**config.mk**
```make
export PLATFORM = sky130hd
export DESIGN_NAME = mem_arbiter_flat
export DESIGN_NICKNAME = d
export VERILOG_FILES = /design/src/rtl/mem_arbiter_pkg.sv /design/src/rtl/mem_arbiter_if.sv /design/src/rtl/mem_arbiter.sv /design/src/flat_wrapper.sv
export SDC_FILE = /design/constraint.sdc
export NUM_CORES = 1
export LEC_CHECK = 0
export CAP_MARGIN = 5
export CORE_AREA = 2 2 105 107
export DETAILED_ROUTE_END_ITERATION = 8
export DIE_AREA = 0 0 107 109
export PLACE_DENSITY = 0.69
export SLEW_MARGIN = 10
export SYNTH_ARGS = -nofsm -noshare
export SYNTH_HDL_FRONTEND = slang
export SYNTH_SLANG_ARGS = --single-unit
```
**constraint.sdc**
```tcl
create_clock -name CLK -period 3.9 [get_ports CLK]
set_input_delay 0.39 -clock CLK [delete_from_list [all_inputs] [get_ports CLK]]
set_output_delay 0.39 -clock CLK [all_outputs]
set_load 0.01 [all_outputs]
```
**src/rtl/mem_arbiter_pkg.sv**
```systemverilog
// Shared CPU types for the memory arbiter: RAM handshake state, arbiter
// FSM state and the default starvation limit.
package mem_arbiter_pkg;

  typedef enum logic [1:0] {
    FREE   = 2'd0,
    BUSY   = 2'd1,
    ACCESS = 2'd2,
    ERROR  = 2'd3
  } ramstate_t;

  typedef enum logic [1:0] {
    IDLE   = 2'd0,
    IGRANT = 2'd1,
    DGRANT = 2'd2
  } arb_state_t;

  // Consecutive dcache completions tolerated while the icache is waiting.
  localparam int STARVE_MAX_DEF = 4;
  localparam int STARVE_W       = 3;

endpackage

```
**src/rtl/mem_arbiter_if.sv**
```systemverilog
// Cache/RAM bus seen by the arbiter. The slave modport is the arbiter,
// the master modport is whatever drives the caches and the RAM model.
interface mem_arbiter_if;
  import mem_arbiter_pkg::*;

  // icache side
  logic        iREN;
  logic [31:0] iaddr;
  logic        iwait;
  logic [31:0] iload;
  // dcache side
  logic        dREN;
  logic        dWEN;
  logic [31:0] daddr;
  logic [31:0] dstore;
  logic        dwait;
  logic [31:0] dload;
  // RAM side
  logic        ramREN;
  logic        ramWEN;
  logic [31:0] ramaddr;
  logic [31:0] ramstore;
  logic [31:0] ramload;
  ramstate_t   ramstate;

  modport slave (
    input  iREN, iaddr, dREN, dWEN, daddr, dstore, ramload, ramstate,
    output iwait, iload, dwait, dload, ramREN, ramWEN, ramaddr, ramstore
  );

  modport master (
    output iREN, iaddr, dREN, dWEN, daddr, dstore, ramload, ramstate,
    input  iwait, iload, dwait, dload, ramREN, ramWEN, ramaddr, ramstore
  );

endinterface

```
**src/rtl/mem_arbiter.sv**
```systemverilog
// Two-client RAM arbiter: dcache has priority, bounded by a starvation
// counter that forces an icache grant after STARVE_MAX dcache words.
// Every word returns to IDLE, so there is one arbitration bubble per word.
module mem_arbiter
  import mem_arbiter_pkg::*;
#(
  parameter int STARVE_MAX = STARVE_MAX_DEF
) (
  input  logic          CLK,
  input  logic          nRST,
  mem_arbiter_if.slave  bus,
  output logic          ramerr
);

  localparam logic [STARVE_W-1:0] STARVE_MAX_C = STARVE_W'(STARVE_MAX);

  arb_state_t          state_q, state_d;
  logic [STARVE_W-1:0] starvecnt_q, starvecnt_d;
  logic                ramerr_q, ramerr_d;

  logic dreq, ram_done, i_done, d_done, starved;

  // A grant completes only while its requester still holds the request.
  assign dreq     = bus.dREN | bus.dWEN;
  assign ram_done = (bus.ramstate == ACCESS) || (bus.ramstate == ERROR);
  assign i_done   = (state_q == IGRANT) && bus.iREN && ram_done;
  assign d_done   = (state_q == DGRANT) && dreq && ram_done;
  assign starved  = bus.iREN && (starvecnt_q == STARVE_MAX_C);

  // State register
  always_ff @(posedge CLK or negedge nRST) begin
    if (!nRST) state_q <= IDLE;
    else       state_q <= state_d;
  end

  // Next-state: arbitrate in IDLE, hold grants until done or dropped
  always_comb begin
    state_d = state_q;
    unique case (state_q)
      IDLE: begin
        if (dreq && !starved) state_d = DGRANT;
        else if (bus.iREN)    state_d = IGRANT;
      end
      IGRANT: if (!bus.iREN || i_done) state_d = IDLE;
      DGRANT: if (!dreq || d_done)     state_d = IDLE;
      default: state_d = IDLE;
    endcase
  end

  // Output mux: route the granted side to RAM, release its wait on completion
  always_comb begin
    bus.ramREN   = 1'b0;
    bus.ramWEN   = 1'b0;
    bus.ramaddr  = '0;
    bus.ramstore = '0;
    bus.iwait    = 1'b1;
    bus.dwait    = 1'b1;
    unique case (state_q)
      IGRANT: begin
        bus.ramREN  = bus.iREN;
        bus.ramaddr = bus.iaddr;
        bus.iwait   = ~i_done;
      end
      DGRANT: begin
        bus.ramREN   = bus.dREN;
        bus.ramWEN   = bus.dWEN & ~bus.dREN;
        bus.ramaddr  = bus.daddr;
        bus.ramstore = bus.dstore;
        bus.dwait    = ~d_done;
      end
      default: ;
    endcase
  end

  assign bus.iload = bus.ramload;
  assign bus.dload = bus.ramload;

  // Starvation counter and sticky error flag
  always_comb begin
    starvecnt_d = starvecnt_q;
    ramerr_d    = ramerr_q;
    if (d_done && bus.iREN && (starvecnt_q != STARVE_MAX_C))
      starvecnt_d = starvecnt_q + STARVE_W'(1);
    if (i_done || ((state_q == IDLE) && !bus.iREN))
      starvecnt_d = '0;
    if ((i_done || d_done) && (bus.ramstate == ERROR))
      ramerr_d = 1'b1;
  end

  // Counter / error registers
  always_ff @(posedge CLK or negedge nRST) begin
    if (!nRST) begin
      starvecnt_q <= '0;
      ramerr_q    <= 1'b0;
    end else begin
      starvecnt_q <= starvecnt_d;
      ramerr_q    <= ramerr_d;
    end
  end

  assign ramerr = ramerr_q;

endmodule
```
**src/flat_wrapper.sv**
```systemverilog
// flat-port wrapper written by rule: the top's interface ports become plain ports
module mem_arbiter_flat import mem_arbiter_pkg::*;
#(
  parameter int STARVE_MAX = STARVE_MAX_DEF
)
  (CLK, nRST, ramerr, bus_iREN, bus_iaddr, bus_dREN, bus_dWEN, bus_daddr, bus_dstore, bus_ramload, bus_ramstate, bus_iwait, bus_iload, bus_dwait, bus_dload, bus_ramREN, bus_ramWEN, bus_ramaddr, bus_ramstore);
  mem_arbiter_if bus_i ();
  input  logic CLK;
  input  logic nRST;
  output logic ramerr;
  input wire logic [$bits(bus_i.iREN)-1:0] bus_iREN;
  input wire logic [$bits(bus_i.iaddr)-1:0] bus_iaddr;
  input wire logic [$bits(bus_i.dREN)-1:0] bus_dREN;
  input wire logic [$bits(bus_i.dWEN)-1:0] bus_dWEN;
  input wire logic [$bits(bus_i.daddr)-1:0] bus_daddr;
  input wire logic [$bits(bus_i.dstore)-1:0] bus_dstore;
  input wire logic [$bits(bus_i.ramload)-1:0] bus_ramload;
  input wire logic [$bits(bus_i.ramstate)-1:0] bus_ramstate;
  output wire logic [$bits(bus_i.iwait)-1:0] bus_iwait;
  output wire logic [$bits(bus_i.iload)-1:0] bus_iload;
  output wire logic [$bits(bus_i.dwait)-1:0] bus_dwait;
  output wire logic [$bits(bus_i.dload)-1:0] bus_dload;
  output wire logic [$bits(bus_i.ramREN)-1:0] bus_ramREN;
  output wire logic [$bits(bus_i.ramWEN)-1:0] bus_ramWEN;
  output wire logic [$bits(bus_i.ramaddr)-1:0] bus_ramaddr;
  output wire logic [$bits(bus_i.ramstore)-1:0] bus_ramstore;
  assign bus_i.iREN = bus_iREN;
  assign bus_i.iaddr = bus_iaddr;
  assign bus_i.dREN = bus_dREN;
  assign bus_i.dWEN = bus_dWEN;
  assign bus_i.daddr = bus_daddr;
  assign bus_i.dstore = bus_dstore;
  assign bus_i.ramload = bus_ramload;
  assign bus_i.ramstate = bus_ramstate;
  assign bus_iwait = bus_i.iwait;
  assign bus_iload = bus_i.iload;
  assign bus_dwait = bus_i.dwait;
  assign bus_dload = bus_i.dload;
  assign bus_ramREN = bus_i.ramREN;
  assign bus_ramWEN = bus_i.ramWEN;
  assign bus_ramaddr = bus_i.ramaddr;
  assign bus_ramstore = bus_i.ramstore;
  mem_arbiter #(.STARVE_MAX(STARVE_MAX)) u_core (.CLK(CLK), .nRST(nRST), .bus(bus_i), .ramerr(ramerr));
endmodule
```
==> results_dict.tcl <==
set metrics [dict create \
    status "complete, no violations" \
    pwr-share-clk 0.069 \
    syn_area_mm2 0.00162 \
    fillers 1102 \
    yosys_warnings 0 \
    antenna_cells 0 \
    start_util 0.153 \
    cts_tree "done" \
    timing.critical_path.to_type "output pin" \
    first_pass_iters 4 \
    cp-start-kind "register" \
    p_seq_frac 0.064 \
    fin_cells 458 \
    setup_viol 0 \
    synth_top_area_share 0.296 \
    drc_errors 0 \
    vdd_drop_max_v 0.000221 \
    place_ws_ns 1.12 \
    crit_required_ns 3.51 \
    yosysTopAreaCell "buf_4" \
    hold_class "input pin to async pin" \
    netlist_instances 220 \
    antenna_found_initial 0 \
    reg2regPathDepth 5 \
    rrSetupSlack_ns 1.54 \
    arrival_ns 2.58 \
    cts.repair.resized 0 \
    place.detailed.hpwl_mm 5.14 \
    cts_setup_buffers 0 \
    worstMarginPinSlew_ns 1.06 \
    dieWidth_um 107 \
    rsz0062_at_grt "false" \
    drv_cap 0 \
    track_usage 0.0998 \
    drtIter0Drc 137 \
    grt_max_degree 61 \
    powerDensity_mw_per_mm2 466 \
    grt_pass1_vias 1898 \
    rows 38 \
    dp.cells 455 \
    synthFlopType "dfrtp_1" \
    clock_sinks 6 \
    dpl_cell_area_mm2 0.00299 \
    r2r-start "u_core.state_q[0]$_DFFE_PN0P_" \
    timing.rr.end "u_core.starvecnt_q[1]$_DFFE_PN0P_" \
    vias 1843 \
    final_util 0.286 \
    grt_first_pass_wirelength_mm 9.40 \
    cts_hold_buf 0 \
    final.period_utilization 0.760 \
    slew_headroom 0.292 \
    worstPathMaxFanout 60 \
    timing.fmax_ghz 0.337 \
    avgSynthCellArea_um2 7.38 \
    core_mm2 0.0106 \
    max-clock-path-buffers 2 \
    die_y_um 109 \
    drt-total-wl_mm 6.47 \
    tns_ns 0 \
    whs_ns 0.413 \
    p_sw_mw 0.581 \
    layout-drive-gt1-share 0.0377 \
    cts.clk_slew.worst_paths_ns 0.04 \
    setup_ws_ns 0.934 \
    yosysSeqAreaShare 0.0925 \
    layout-area-overhead-vs-synth_pct 86.8 \
    drv_slew 0 \
    nets 460 \
    viasPerCell 4.02 \
    multiInputGateArea_um2 920 \
    ys_seq_elements 6 \
    yosysMostFrequentCell "buf_4" \
    clk_latency_ns 0.23 \
    synth_edf_count 0 \
    die_area_mm2 0.0117 \
    cts_htree_levels 1 \
    gp_congestion 0.774 \
    cellLeakagePower_nw 1.06 \
    register_area_um2 150 \
    power.share.switching 0.412 \
    period_minus_slack_ns 2.97 \
    async_reset_ff_frac 1.00 \
    io_pins 268 \
    cts-buffers-inserted 3 \
    comb_power_share 0.867 \
    setup.worst_path.class "register to output pin" \
    hold_violations 0 \
    finalPower_mw 1.41 \
    synth_cell_types 26 \
    fin_skew_ns 0.000534 \
    synth_nets 360 \
    synth_common_cells "buf_4 (64), a22oi_1 (32), and2_1 (32), nor2b_1 (32), clkbuf_1 (11)" \
    wire_per_inst_um 14.1 \
    p_int_mw 0.830 \
    synth_area_leaders "buf_4 (30%), a22oi_1 (15%), and2_1 (12%)" \
    cts_root_buf "clkbuf_8" \
    ant_nets 0 \
    design_area_mm2 0.00303 \
    grt_remaining_overflow 0 \
    numPortBuffers 171 \
]
registers in the layout, indices dropped and copies added (netlist names):
register / cells
u_core.starvecnt_q: 3
u_core.state_q: 2
u_core.ramerr: 1
cells by family (layout without fill, tap and decap cells):
kind of cell / Yosys count / after routing / share of synthesized area
adder cells (fa/ha/maj): 5 / 5 / 0.0386
buffers and inverters: 83 / 181 / 0.342
AO/OA/AOI/OAI: 41 / 41 / 0.198
multiplexers: 4 / 4 / 0.0254
flip-flops: 6 / 6 / 0.0925
AND/OR/NAND/NOR: 81 / 81 / 0.303
critical path: stages, from the launching register on:
cell and delay, ns:
dfrtp_1 0.38, inv_1 0.09, ha_2 0.89, buf_4 0.28
and2_1 0.14, clkdlybuf4s50_1 0.54
layout make-up:
type	instances	share of cell area
clock buffer	3	0.0136
inverter	5	0.00619
multi-input combinational	131	0.303
sequential	6	0.0495
tap	140	0.0578
timing repair buffer	173	0.570
placed cells by master, fill, tap and decap left out, types with 4 or more instances in the layout:
master	instances
inv_1	5
dfrtp_1	6
clkdlybuf4s50_1	171
ha_1	4
nand2_1	5
nor2b_1	32
and2_1	32
nand3_1	7
a22oi_1	32
power by group through the flow:
stage	combinational, mW	sequential [mW]	clock, mW
2_1_floorplan	0.676	0.0890	0
3_3_place_gp	1.21	0.0894	0
3_5_place_dp	1.23	0.0906	0
4_1_cts	1.24	0.0900	0.101
5_1_grt	1.33	0.0926	0.102
6_report	1.22	0.0901	0.0974
worst max-delay path by stage:
stage	start	to	cells after the start
6_report	u_core.state_q[0]$_DFFE_PN0P_	bus_ramstore[27]	5
3_3_place_gp	u_core.state_q[0]$_DFFE_PN0P_	bus_ramWEN	4
3_5_place_dp	u_core.state_q[0]$_DFFE_PN0P_	bus_ramaddr[6]	5
4_1_cts	u_core.state_q[0]$_DFFE_PN0P_	bus_ramaddr[6]	5
5_1_grt	u_core.state_q[0]$_DFFE_PN0P_	bus_ramaddr[11]	5
2_1_floorplan	u_core.state_q[0]$_DFFE_PN0P_	bus_ramREN	6
per-layer routing:
metal / routed length (um) / GRT usage / vias to the layer above
li1: - / - / 871
met1: 2230 / 0.102 / 839
met2: 3390 / 0.192 / 108
met3: 645 / 0.0227 / 25
met4: 212 / 0.0473 / 0
met5: 0 / 0 / -
No activity file was read; power rests on OpenSTA's default activity.
